File: src/rtl/rover_pkg.sv
// Shared rover definitions: H-bridge direction words, controller state
// encoding and IPS sensor bit positions, plus the sensor decode helpers.
package rover_pkg;

  localparam logic [3:0] DIR_STOP  = 4'b0000;
  localparam logic [3:0] DIR_FWD   = 4'b1001;
  localparam logic [3:0] DIR_LEFT  = 4'b1010;
  localparam logic [3:0] DIR_RIGHT = 4'b0101;

  typedef enum logic [2:0] {
    ST_IDLE     = 3'd0,
    ST_FOLLOW   = 3'd1,
    ST_SEARCH_L = 3'd2,
    ST_SEARCH_R = 3'd3,
    ST_HALT     = 3'd4
  } state_e;

  localparam int IPS_LEFT  = 2;
  localparam int IPS_MID   = 1;
  localparam int IPS_RIGHT = 0;

  // Sensors are active-low: a 0 bit means the sensor sees the line.
  function automatic logic any_lit(input logic [2:0] s);
    return s != 3'b111;
  endfunction

  function automatic logic [3:0] decode_ips(input logic [2:0] s);
    if (!s[IPS_MID])        return DIR_FWD;
    else if (!s[IPS_LEFT])  return DIR_LEFT;
    else if (!s[IPS_RIGHT]) return DIR_RIGHT;
    else                    return DIR_STOP;
  endfunction

endpackage

File: src/rtl/hbridge_deadtime.sv
// H-bridge output stage: registers the direction word, inserts STOP dead-time
// whenever the bridge would reverse, and gates the PWM pulse onto the enables.
module hbridge_deadtime
  import rover_pkg::*;
#(
  parameter int unsigned DEAD_CYCLES = 10_000
) (
  input  logic       clk,
  input  logic       rst,
  input  logic       sw_on,
  input  logic       speed,
  input  logic [3:0] cmd,
  output logic [3:0] in,
  output logic [1:0] en
);

  logic [3:0]  in_q, in_d;
  logic        dead_q, dead_d;
  logic [31:0] dead_cnt_q, dead_cnt_d;

  always_comb begin
    // NOTE: every signal assigned here gets a default first, so no path can
    // leave one unassigned and infer a latch.
    in_d       = in_q;
    dead_d     = dead_q;
    dead_cnt_d = dead_cnt_q;
    if (!sw_on) begin
      in_d       = DIR_STOP;
      dead_d     = 1'b0;
      dead_cnt_d = '0;
    end else if (dead_q) begin
      // Load whatever command is current at expiry; changes meanwhile do not restart the count.
      if (dead_cnt_q == DEAD_CYCLES - 1) begin
        in_d       = cmd;
        dead_d     = 1'b0;
        dead_cnt_d = '0;
      end else begin
        dead_cnt_d = dead_cnt_q + 32'd1;
      end
    end else if (cmd == DIR_STOP || cmd == in_q || in_q == DIR_STOP) begin
      in_d = cmd;
    end else begin
      in_d       = DIR_STOP;
      dead_d     = 1'b1;
      dead_cnt_d = '0;
    end
  end

  // NOTE: sequential state uses non-blocking assignments so every flop samples
  // pre-edge values regardless of block ordering.
  always_ff @(posedge clk or posedge rst) begin
    if (rst) begin
      in_q       <= DIR_STOP;
      dead_q     <= 1'b0;
      dead_cnt_q <= '0;
    end else begin
      in_q       <= in_d;
      dead_q     <= dead_d;
      dead_cnt_q <= dead_cnt_d;
    end
  end

  assign in = in_q;
  // speed is gated combinationally so the PWM edge sees no added latency.
  assign en = (sw_on && !dead_q && in_q != DIR_STOP) ? {2{speed}} : 2'b00;

endmodule

File: src/rtl/line_follow_ctrl.sv
// Line-follow sequencer: synchronises the IPS sensors, runs the
// follow / search-left / search-right / halt machine and drives the H-bridge stage.
module line_follow_ctrl
  import rover_pkg::*;
#(
  parameter int unsigned LOSS_CYCLES  = 1_000_000,
  parameter int unsigned LEFT_CYCLES  = 200_000_000,
  parameter int unsigned RIGHT_CYCLES = 400_000_000,
  parameter int unsigned DEAD_CYCLES  = 10_000
) (
  input  logic       clk,
  input  logic       rst,
  input  logic [2:0] ips,
  input  logic       speed,
  input  logic       sw_on,
  output logic [3:0] in,
  output logic [1:0] en,
  output logic [2:0] state
);

  logic [2:0]  sync1_q, s_q;
  logic        sw_q;
  state_e      state_q, state_d;
  logic [3:0]  cmd_q, cmd_d;
  logic [3:0]  last_cmd_q, last_cmd_d;
  logic [31:0] loss_cnt_q, loss_cnt_d;
  logic [31:0] timer_q, timer_d;
  logic        lit;
  logic [3:0]  word;

  always_ff @(posedge clk or posedge rst) begin
    if (rst) begin
      sync1_q <= 3'b111;
      s_q     <= 3'b111;
      sw_q    <= 1'b0;
    end else begin
      sync1_q <= ips;
      s_q     <= sync1_q;
      sw_q    <= sw_on;
    end
  end

  assign lit  = any_lit(s_q);
  assign word = decode_ips(s_q);

  // The command is computed for the state being entered, so cmd_q always
  // matches state_q after the same edge.
  always_comb begin
    state_d    = state_q;
    cmd_d      = cmd_q;
    last_cmd_d = last_cmd_q;
    loss_cnt_d = loss_cnt_q;
    timer_d    = timer_q;
    if (!sw_on) begin
      state_d    = ST_IDLE;
      cmd_d      = DIR_STOP;
      last_cmd_d = DIR_FWD;
      loss_cnt_d = '0;
      timer_d    = '0;
    end else begin
      case (state_q)
        ST_IDLE: begin
          cmd_d = DIR_STOP;
          if (sw_q) begin
            state_d = ST_FOLLOW;
            cmd_d   = lit ? word : last_cmd_q;
          end
        end
        ST_FOLLOW: begin
          if (lit) begin
            cmd_d      = word;
            last_cmd_d = word;
            loss_cnt_d = '0;
          end else if (loss_cnt_q == LOSS_CYCLES - 1) begin
            state_d    = ST_SEARCH_L;
            cmd_d      = DIR_LEFT;
            loss_cnt_d = '0;
            timer_d    = '0;
          end else begin
            cmd_d      = last_cmd_q;
            loss_cnt_d = loss_cnt_q + 32'd1;
          end
        end
        ST_SEARCH_L: begin
          // A sensor lighting on the expiry cycle wins over the timer.
          if (lit) begin
            state_d    = ST_FOLLOW;
            cmd_d      = word;
            last_cmd_d = word;
            timer_d    = '0;
          end else if (timer_q == LEFT_CYCLES - 1) begin
            state_d = ST_SEARCH_R;
            cmd_d   = DIR_RIGHT;
            timer_d = '0;
          end else begin
            cmd_d   = DIR_LEFT;
            timer_d = timer_q + 32'd1;
          end
        end
        ST_SEARCH_R: begin
          if (lit) begin
            state_d    = ST_FOLLOW;
            cmd_d      = word;
            last_cmd_d = word;
            timer_d    = '0;
          end else if (timer_q == RIGHT_CYCLES - 1) begin
            state_d = ST_HALT;
            cmd_d   = DIR_STOP;
            timer_d = '0;
          end else begin
            cmd_d   = DIR_RIGHT;
            timer_d = timer_q + 32'd1;
          end
        end
        ST_HALT: begin
          cmd_d = DIR_STOP;
        end
        default: begin
          state_d = ST_IDLE;
          cmd_d   = DIR_STOP;
        end
      endcase
    end
  end

  always_ff @(posedge clk or posedge rst) begin
    if (rst) begin
      state_q    <= ST_IDLE;
      cmd_q      <= DIR_STOP;
      last_cmd_q <= DIR_FWD;
      loss_cnt_q <= '0;
      timer_q    <= '0;
    end else begin
      state_q    <= state_d;
      cmd_q      <= cmd_d;
      last_cmd_q <= last_cmd_d;
      loss_cnt_q <= loss_cnt_d;
      timer_q    <= timer_d;
    end
  end

  assign state = state_q;

  hbridge_deadtime #(
    .DEAD_CYCLES(DEAD_CYCLES)
  ) u_hbridge (
    .clk   (clk),
    .rst   (rst),
    .sw_on (sw_on),
    .speed (speed),
    .cmd   (cmd_q),
    .in    (in),
    .en    (en)
  );

endmodule

File: config.mk
export PLATFORM = sky130hd
export DESIGN_NAME = line_follow_ctrl
export DESIGN_NICKNAME = d
export VERILOG_FILES = /design/src/rtl/rover_pkg.sv /design/src/rtl/hbridge_deadtime.sv /design/src/rtl/line_follow_ctrl.sv
export SDC_FILE = /design/constraint.sdc
export NUM_CORES = 1
export LEC_CHECK = 0
export CAP_MARGIN = 30
export CORE_ASPECT_RATIO = 1.25
export CORE_UTILIZATION = 65
export CTS_CLUSTER_DIAMETER = 100
export DETAILED_ROUTE_END_ITERATION = 7
export GPL_TIMING_DRIVEN = 1
export PLACE_DENSITY = 0.92
export SLEW_MARGIN = 15
export SYNTH_ARGS = -nofsm -noshare
export SYNTH_HDL_FRONTEND = slang
export SYNTH_HIERARCHICAL = 1
export SYNTH_SLANG_ARGS = --single-unit
export TNS_END_PERCENT = 10
File: constraint.sdc
create_clock -name clk -period 5.97 [get_ports clk]
set_input_delay 1.194 -clock clk [delete_from_list [all_inputs] [get_ports clk]]
set_output_delay 1.194 -clock clk [all_outputs]
set_load 0.02 [all_outputs]
==> impl_results.md, run 1 <==
- Area grow syn2layout: 12.3%
- GRT overflow: 0
- Slew Limit Fails: 0
- Post-synth top flop: dfrtp_1
- Yosys warns: 6
- Startpoint types: primary input
- Final period util: 0.714
- Comb pwr share: 0.064
- Initial antenna violation count: 0
- RSZ-0062 raised after global routing: false
- H-tree lvl count: 4
- Post-route non-filler standard cell count: 882
- Vias in the first global route: around 5800
- Final core utilization: 0.748
- Placed insts: 847
- Vias: 6100
- Switching portion of total power: 0.229
- Critical path data required time: roughly 4.8 ns
- Root Buffer: clkbuf_16
- Area occupied by multi-input gates: between 0.003 and 0.004 mm²
- Core Region: about 0.010 mm²
- Sequential Power Share: 0.404
- Worst r2r path cells: 6
- Hold buffer count at cts: 0
- Hold Path Depth: 0
- Share of total power in the clock network: 0.532
- MaxCap Viol Count: 0
- Layout cell share with drive strength beyond 1: 0.102
- DRC: 0
- # resized after CTS: 0
- Drt wl/cell: around 19 µm
- Mapped cell area: between 0.006 and 0.007 mm²
- Critical path capture point type: primary output
- RePlAce Congestion: 0.956
- Hold Crit Class: reg2reg
- Num CTS Buffers: 17
- IO Port Bufs: 15
- Critical-path cell list: clkdlybuf4s50_1 -> inv_1 -> nor2_1 -> and3_1 -> clkdlybuf4s50_1
- Yosys reg bits: between 100 and 150
- Synth async-reset ratio: 1.00
- Chip height: 115 µm
- Setup tns final: 0 ns
- Vias per std cell: around 6.9
- Worst-path fanout max: 13
- Worst-Skew Late Latency: about 0.42 ns
- Die area: 0.0107 mm²
- Postcts setup bufs: 0
- Final hold vios: 0
- P_int: between 1500 and 2000 µW
- Pwr Total: about 2100 µW
- Synth area leader: dfrtp_1
- WL final: roughly 17 mm
- Half-perimeter wire length after placement: 10.3 mm
- Worst path most repeated cell: clkdlybuf4s50_1
- Placement Rows: 41
- Diodes inserted: 0
- Outcome: finished clean
- Antenna-violating nets left: 0
- Leakage: between 0.003 and 0.004 µW
- Top cells by area, synth: dfrtp_1, nand2_1, nand3_1, xor2_1, nor2_1
- Final setup vio count: 0
- Minimum clock period: approximately 4.3 ns
- Gr usage total: 0.322
- Kind of critical path: in2out
- Clk slew on worst S/H paths: about 0.06 ns
- Register area: 0.00299 mm²
- Worst Path Arrival: roughly 3.1 ns
- Distinct cell type count of the synthesized netlist: 79
- CTS tree: built
- Io pins: 16
- Max_slew headroom: 0.321
- Sequential area share after synthesis: 0.446
- Starting Density: 0.666
- Slowest cell on crit path: clkdlybuf4s50_1
- Syn avg cell area: 9.17 µm²
- Global-route wire length before repair: 27.2 mm
- 1st-pass router iterations: 6
- Syn Inst Count: 730
- Mapped Nets: 740
- Clock tree buffer depth: 2
- # fillers: about 620
- Worst hold slack: roughly 0.36 ns
- Commonest non-fill, non-tap cell in the layout: dfrtp_1
- Actual slew at the worst max-slew pin: 1.02 ns
- Iteration-0 DRC Markers: around 660
- Max VDD drop: 0.000182 V
- F_max: approximately 230 MHz
- Clock skew: roughly 0.0063 ns
- Largest net degree at the start of global routing: 83
- Area share of the leading cell type in the synthesized netlist: 0.415
- Clock sink total: roughly 120
- Nets: 750
- Commonest non-fill, non-tap cells in the layout: dfrtp_1, nand2_1, nand3_1
- Die width: between 90 and 100 µm
- CP peak stage delay: a little under 0.8 ns
- Power density cells: roughly 280 mW/mm²
- Post-synth EDFFs: 0
- Switching pwr: 475 µW
[critical path, delay by kind of cell]
kind | cells | cell delay [ns]
buffers and inverters | 3 | 1.52
and+or+nand+nor | 2 | 0.36
[synth_stat cells (4+ instances only)]
library cell  instances
buf_6                 4
inv_1                17
a21oi_1              45
nor4_1               13
clkbuf_1              7
o21ai_0              27
buf_4                 6
nor2_1               61
nor4b_1               4
xnor2_1              10
and3_1               19
xor2_1               27
or4_1                10
o31ai_1              11
o311ai_1             15
o21ai_1               6
nand4_1              28
nand2_1              83
nand2b_1              7
nor3_1               16
a31oi_1              15
dfstp_2               8
or3_1                17
nand3_1              62
buf_2                12
and4_1               10
or2_2                 6
dfrtp_1             111
[kinds of logic (layout without fill, tap and decap cells)]
logic type,after synthesis,in the layout,synth area share
compound gates,155,155,0.157
xor+xnor,37,37,0.0484
fa+ha+maj,3,3,0.00560
buf+inv,49,72,0.0405
flops,119,119,0.446
mux,1,1,0.00149
simple gates,366,366,0.301
[per-stage QoR]
| stage | worst slack, ns | cell area [µm²] |
|---|---|---|
| after detailed placement | 1.74 | 6840 |
| final | 1.71 | 7520 |
| after CTS | 1.74 | 7470 |
| after global placement | 1.80 | 6840 |
| after global routing | 1.57 | 7520 |
| after floorplan | 2.68 | 6700 |
[state kept, by name, summed over array words and instances (netlist names)]
signal,cells
timer_q,32
s_q,3
last_cmd_q,4
u_hbridge/dead_q,1
u_hbridge/dead_cnt_q,32
sync1_q,3
cmd_q,4
u_hbridge/in,4
sw_q,1
loss_cnt_q,32
state,3
[power groups by stage]
stage	Sequential [µW]	Combinational [µW]	Clock, µW
final	837	133	1100
after global routing	838	145	1150
after CTS	836	125	1110
after floorplan	843	103	0
after detailed placement	849	123	0
after global placement	848	119	0
[area by class of cell]
type	count	share of cell area
Clock buffer	19	0.0576
Clock inverter	13	0.0271
Inverter	18	0.00915
Multi-Input combinational cell	562	0.457
Sequential cell	119	0.397
Tap cell	129	0.0215
Timing Repair Buffer	22	0.0301
[routing by layer]
layer  GRT usage  wire (µm)
met2       0.541       8450
met5           0          0
met3      0.0735        989
met1       0.379       6570
met4       0.189        635
[worst paths after layout]
| check | from | to | slack [ns] |
|---|---|---|---|
| max | sw_on | en[0] | 1.71 |
| min | sync1_q[0] | s_q[0] | 0.36 |
| max reg2reg | state[0] | timer_q[26] | 3.08 |
| min reg2reg | sync1_q[0] | s_q[0] | 0.36 |
| max in group asynchronous | rst | last_cmd_q[3] | 4.03 |
| min in group asynchronous | rst | u_hbridge/dead_cnt_q[2] | 1.25 |
(Power assumes the default switching activity.)
==> inputs of run 2 (changes only) <==
Settings changed: CORE_UTILIZATION 65 to 56, PLACE_DENSITY 0.92 to 0.85.
Clock period 5.97 ns to 3.57 ns, I/O delays scaled along.
==> run 2 against run 1 <==
  * Worst hold slack improved by 0.0017 ns
  * Via count shrank 1.5%
  * Clock power rose by 52%
  * Register-to-register slack worse by 2.2 ns
  * Non-clock buffer count grew 6
  * Worst setup slack worse by 1.1 ns
  * Critical path depth is the same
  * Critical path type unchanged
==> impl_results.md, run 2 (synthesis results as in run 1) <==
- Outcome: finished clean (unchanged)
- Final setup margin: 0.623 ns (was 1.71 ns)
- Startpoint types: primary input (unchanged)
- Core Region: 0.0116 mm² (was 0.0101 mm²)
- GRT overflow: 0 (unchanged)
- RePlAce Congestion: 0.920 (was 0.956)
- RSZ-0062 raised after global routing: false (unchanged)
- Die width: 99.8 µm (was 92.8 µm)
- Area grow syn2layout: 12.6% (was 12.3%)
- Worst Path Arrival: 2.23 ns (was 3.07 ns)
- CTS tree: built (unchanged)
- Commonest non-fill, non-tap cells in the layout: dfrtp_1, nand2_1, nand3_1 (unchanged)
- Io pins: 16 (unchanged)
- Postcts setup bufs: 0 (unchanged)
- Drt wl/cell: 17.3 µm (was 18.9 µm)
- Vias per std cell: 6.53 (was 6.92)
- Hold Crit Class: reg2reg (unchanged)
- Nets: 756 (was 750)
- IO Port Bufs: 15 (unchanged)
- Die area: 0.0124 mm² (was 0.0107 mm²)
- H-tree lvl count: 4 (unchanged)
- Max_slew headroom: 0.399 (was 0.321)
- WL final: 15.9 mm (was 16.6 mm)
- Layout cell share with drive strength beyond 1: 0.111 (was 0.102)
- Largest registers: loss_cnt_q x32, timer_q x32, u_hbridge/dead_cnt_q x32 (unchanged)
- Post-Layout Inst Area: 0.00754 mm² (was 0.00752 mm²)
- Diodes inserted: 0 (unchanged)
- Final setup vio count: 0 (unchanged)
- R2R Path Start: state[0] (unchanged)
- Critical path capture point type: primary output (unchanged)
- Slew Limit Fails: 0 (unchanged)
- Power density cells: 436 mW/mm² (was 276 mW/mm²)
- # resized after CTS: 0 (unchanged)
- Worst r2r path cells: 6 (unchanged)
- Critical Path Source: sw_on (unchanged)
- Actual slew at the worst max-slew pin: 0.889 ns (was 1.02 ns)
- Final core utilization: 0.649 (was 0.748)
- Worst-path fanout max: 3 (was 13)
- Critical path data required time: 2.86 ns (was 4.78 ns)
- Clock skew: 0.00876 ns (was 0.00630 ns)
- Kind of critical path: in2out (unchanged)
- Commonest non-fill, non-tap cell in the layout: dfrtp_1 (unchanged)
- Hold buffer count at cts: 0 (unchanged)
- Chip height: 124 µm (was 115 µm)
- Iteration-0 DRC Markers: 493 (was 662)
- Half-perimeter wire length after placement: 10.6 mm (was 10.3 mm)
- Gr usage total: 0.270 (was 0.322)
- Clock tree buffer depth: 2 (unchanged)
- Final hold vios: 0 (unchanged)
- Hold path start: sync1_q[0] (unchanged)
- Clock sink total: 119 (unchanged)
- Placed insts: 887 (was 847)
- Worst-Skew Late Latency: 0.42 ns (about the same)
- Max VDD drop: 0.000286 V (was 0.000182 V)
- Starting Density: 0.577 (was 0.666)
- Global-route wire length before repair: 26.8 mm (was 27.2 mm)
- Pre-CTS WS: 0.624 ns (was 1.74 ns)
- Antenna-violating nets left: 0 (unchanged)
- Minimum clock period: around 2.9 ns
- Initial antenna violation count: 0 (unchanged)
- Leakage: 0.00303 µW (was 0.00304 µW)
- F_max: 339 MHz
- Largest net degree at the start of global routing: 47 (was 83)
- DRC: 0 (unchanged)
- 1st-pass router iterations: 5 (was 6)
- Final period util: 0.826
- Hold Path Depth: 0 (unchanged)
- Post-route non-filler standard cell count: 920 (was 882)
- Clk slew on worst S/H paths: 0.05 ns (was 0.06 ns)
- Num CTS Buffers: 17 (unchanged)
- MaxCap Viol Count: 0 (unchanged)
- Vias in the first global route: 5800 (was 5823)
- Setup tns final: 0 ns (unchanged)
- Root Buffer: clkbuf_16 (unchanged)
- Vias: 6011 (was 6100)
- Placement Rows: 44 (was 41)
- Placement Cell Area: 0.00695 mm² (was 0.00684 mm²)
==> run 2: worst max-delay path, stage by stage <==
cell	delay (ns)
clkdlybuf4s50_1	0.52
inv_1	0.07
nor2_1	0.14
and3_1	0.20
clkdlybuf4s50_1	0.60
==> run 2: metrics by stage <==
step                      power [µW]  hold slack (ns)
final                           3290            0.358
after floorplan                 1580            0.345
after global placement          1630            0.347
after global routing            3390            0.362
after CTS                       3300            0.361
after detailed placement        1640            0.353
==> run 2: metal layers <==
layer	track usage	wire (µm)
met3	0.0522	933
met2	0.445	7990
met1	0.324	6330
met5	0	0
met4	0.162	671
==> run 2: area by class of cell <==
| class | instances | area [µm²] |
|---|---|---|
| clock buffers | 20 | 457 |
| flip-flops and latches | 119 | 2990 |
| well taps | 161 | 201 |
| multi-input cells | 562 | 3440 |
| clock inverters | 12 | 128 |
| repair buffers | 28 | 260 |
| inverters | 18 | 68.8 |
| fillers | 876 | 4080 |
==> run 2: final timing paths <==
path / slack (ns) / to
max in group asynchronous: 2.07 / last_cmd_q[3]
hold / removal: 0.36 / s_q[0]
hold reg to reg: 0.36 / s_q[0]
min in group asynchronous: 0.76 / u_hbridge/dead_cnt_q[2]
setup reg to reg: 0.89 / loss_cnt_q[27]
setup / recovery: 0.62 / en[1]
==> run 2: report_power, final <==
part           internal, µW  switching (µW)  total, µW
registers              1370            27.9       1400
logic                  68.0             152        220
clock network          1060             612       1670
==> inputs of run 3 (changes only) <==
Settings changed: CORE_UTILIZATION 56 to 62, PLACE_DENSITY 0.85 to 0.89.
Clock period 3.57 ns to 3 ns, I/O delays scaled along.
==> run 3 against run 2 <==
  * Flip-flop and latch count is the same
  * Worst hold slack got worse by 0.0028 ns
  * Highest routed layer unchanged
  * Total power grew 20%
  * Critical path depth is 2 lower
  * Register-to-register slack got worse by 0.55 ns
  * Utilization rose by 6.9 points
  * Clock skew rose by 0.0037 ns
  * Clock power rose by 19%
  * Critical endpoint unchanged
  * Non-clock buffer count up 9
  * Via count increased by 0.28%
==> impl_results.md, run 3 (synthesis results as in run 1) <==
- Area grow syn2layout: 13.2% (was 12.6%)
- Slew Limit Fails: 0 (unchanged)
- Slowest cell on crit path: or4_1 (was clkdlybuf4s50_1)
- Clock skew: 0.0125 ns (was 0.00876 ns)
- CTS tree: built (unchanged)
- CP peak stage delay: 0.56 ns (was 0.60 ns)
- Vias in the first global route: 5805 (was 5800)
- Max VDD drop: 0.000343 V (was 0.000286 V)
- Half-perimeter wire length after placement: 10.9 mm (was 10.6 mm)
- Critical-path cell list: or4_1 -> and3_1 -> clkdlybuf4s50_1 (was clkdlybuf4s50_1 -> inv_1 -> nor2_1 -> and3_1 -> clkdlybuf4s50_1)
- MaxCap Viol Count: 0 (unchanged)
- Postcts setup bufs: 0 (unchanged)
- Worst Path Arrival: 2.12 ns (was 2.23 ns)
- Core Region: 0.0106 mm² (was 0.0116 mm²)
- Vias: 6028 (was 6011)
- Gr usage total: 0.304 (was 0.270)
- GRT overflow: 0 (unchanged)
- Clock sink total: 119 (unchanged)
- Outcome: finished clean (unchanged)
- Actual slew at the worst max-slew pin: 0.899 ns (was 0.889 ns)
- Worst R2R End: timer_q[2] (was loss_cnt_q[27])
- Final hold vios: 0 (unchanged)
- Power density cells: 519 mW/mm² (was 436 mW/mm²)
- F_max: ~370 MHz
- Largest registers: loss_cnt_q x32, timer_q x32, u_hbridge/dead_cnt_q x32 (unchanged)
- Commonest non-fill, non-tap cells in the layout: dfrtp_1, nand2_1, nand3_1 (unchanged)
- Critical path data required time: 2.40 ns (was 2.86 ns)
- RSZ-0062 raised after global routing: false (unchanged)
- Worst-path fanout max: 4 (was 3)
- Global-route wire length before repair: 26.9 mm (was 26.8 mm)
- Leakage: 0.00307 µW (was 0.00303 µW)
- Starting Density: 0.634 (was 0.577)
- Final setup margin: 0.279 ns (was 0.623 ns)
- Io pins: 16 (unchanged)
- Final period util: 0.907
- WL final: 16.1 mm (was 15.9 mm)
- Top delay family on crit path: simple AND/OR/NAND/NOR gates (was buffers and inverters)
- Diodes inserted: 0 (unchanged)
- Hold Path Depth: 0 (unchanged)
- Num CTS Buffers: 17 (unchanged)
- RePlAce Congestion: 0.920 (about the same)
- Final setup vio count: 0 (unchanged)
- Largest net degree at the start of global routing: 38 (was 47)
- IO Port Bufs: 15 (unchanged)
- H-tree lvl count: 4 (unchanged)
- Flop-to-flop setup slack: 0.34 ns (was 0.89 ns)
- Pre-CTS WS: 0.255 ns (was 0.624 ns)
- Worst-Skew Late Latency: 0.42 ns (about the same)
- Layout cell share with drive strength beyond 1: 0.122 (was 0.111)
- Clk slew on worst S/H paths: 0.06 ns (was 0.05 ns)
- Hold Crit Class: reg2reg (unchanged)
- Iteration-0 DRC Markers: 696 (was 493)
- Critical path capture point type: primary output (unchanged)
- # resized after CTS: 0 (unchanged)
- Setup tns final: 0 ns (unchanged)
- Die area: 0.0112 mm² (was 0.0124 mm²)
- Worst path bufs/invs: 1 (was 3)
- Hold path start: sync1_q[2] (was sync1_q[0])
- Max_slew headroom: 0.400 (was 0.399)
- Commonest non-fill, non-tap cell in the layout: dfrtp_1 (unchanged)
- DRC: 0 (unchanged)
- Minimum clock period: roughly 2.7 ns
- Nets: 765 (was 756)
- Clock tree buffer depth: 2 (unchanged)
- Vias per std cell: 6.70 (was 6.53)
- Worst r2r path cells: 8 (was 6)
- Root Buffer: clkbuf_16 (unchanged)
- Drt wl/cell: 17.9 µm (was 17.3 µm)
- Die width: 95.0 µm (was 99.8 µm)
- Antenna-violating nets left: 0 (unchanged)
- R2R Path Start: loss_cnt_q[22] (was state[0])
- Hold buffer count at cts: 0 (unchanged)
- Chip height: 118 µm (was 124 µm)
- Initial antenna violation count: 0 (unchanged)
- Startpoint types: register (was primary input)
- 1st-pass router iterations: 6 (was 5)
- Kind of critical path: reg2out (was in2out)
- Placement Rows: 42 (was 44)
- Worst Hold End: s_q[2] (was s_q[0])
## run 3: cell count changes in the layout (fill, tap and decap cells not counted)
cell,change
buf_4,+8
buf_6,+1
clkbuf_1,-1
clkbuf_8,-1
clkinv_2,-2
clkinvlp_4,+2
inv_6,+2
## run 3: how the worst max path moves through the flow
stage / startpoint / endpoint / cells after the start
floorplan: rst / cmd_q[0] / 1
global placement: sw_on / en[1] / 5
detailed placement: sw_on / timer_q[15] / 6
CTS: u_hbridge/in[2] / en[0] / 3
global route: timer_q[0] / timer_q[17] / 7
finish: u_hbridge/in[2] / en[1] / 3
## run 3: final cells by class
class | instances | area, µm²
fillers | 708 | 2980
multi-input cells | 562 | 3440
flip-flops and latches | 119 | 2990
repair buffers | 37 | 332
clock inverters | 14 | 150
well taps | 132 | 165
clock buffers | 18 | 439
inverters | 18 | 68.8
## run 3: worst reg2reg max path, stage by stage, from the launching register on
cell and delay, ns:
dfrtp_1 0.43, or4_1 0.55, or4_4 0.59, nor2_4 0.18, a311oi_4 0.16, buf_6 0.22, buf_4 0.18, a21oi_1 0.15
o21ai_1 0.09
## run 3: stage by stage
stage | power, µW | utilization | instance area, µm² | instances | hold WS, ns
after floorplan | 1880 | - | 6700 | 730 | 0.345
after global placement | 1950 | 0.661 | 6980 | 867 | 0.348
after detailed placement | 1960 | 0.661 | 6980 | 867 | 0.347
after CTS | 3940 | 0.717 | 7570 | 899 | 0.355
after global routing | 4070 | 0.718 | 7580 | 900 | 0.357
final | 3930 | 0.718 | 7580 | 900 | 0.355
## run 3: layer usage
layer	vias up	global-route usage	wire length (µm)
met4	0	0.153	535
met1	2942	0.359	6490
met3	64	0.0701	834
li1	2770	-	-
met5	-	0	0
met2	252	0.508	8270
## run 3: report_power, final
| group | internal (µW) | switching (µW) | total (µW) |
|---|---|---|---|
| clock network | 1240 | 743 | 1990 |
| logic | 94.0 | 188 | 282 |
| registers | 1630 | 31.1 | 1660 |
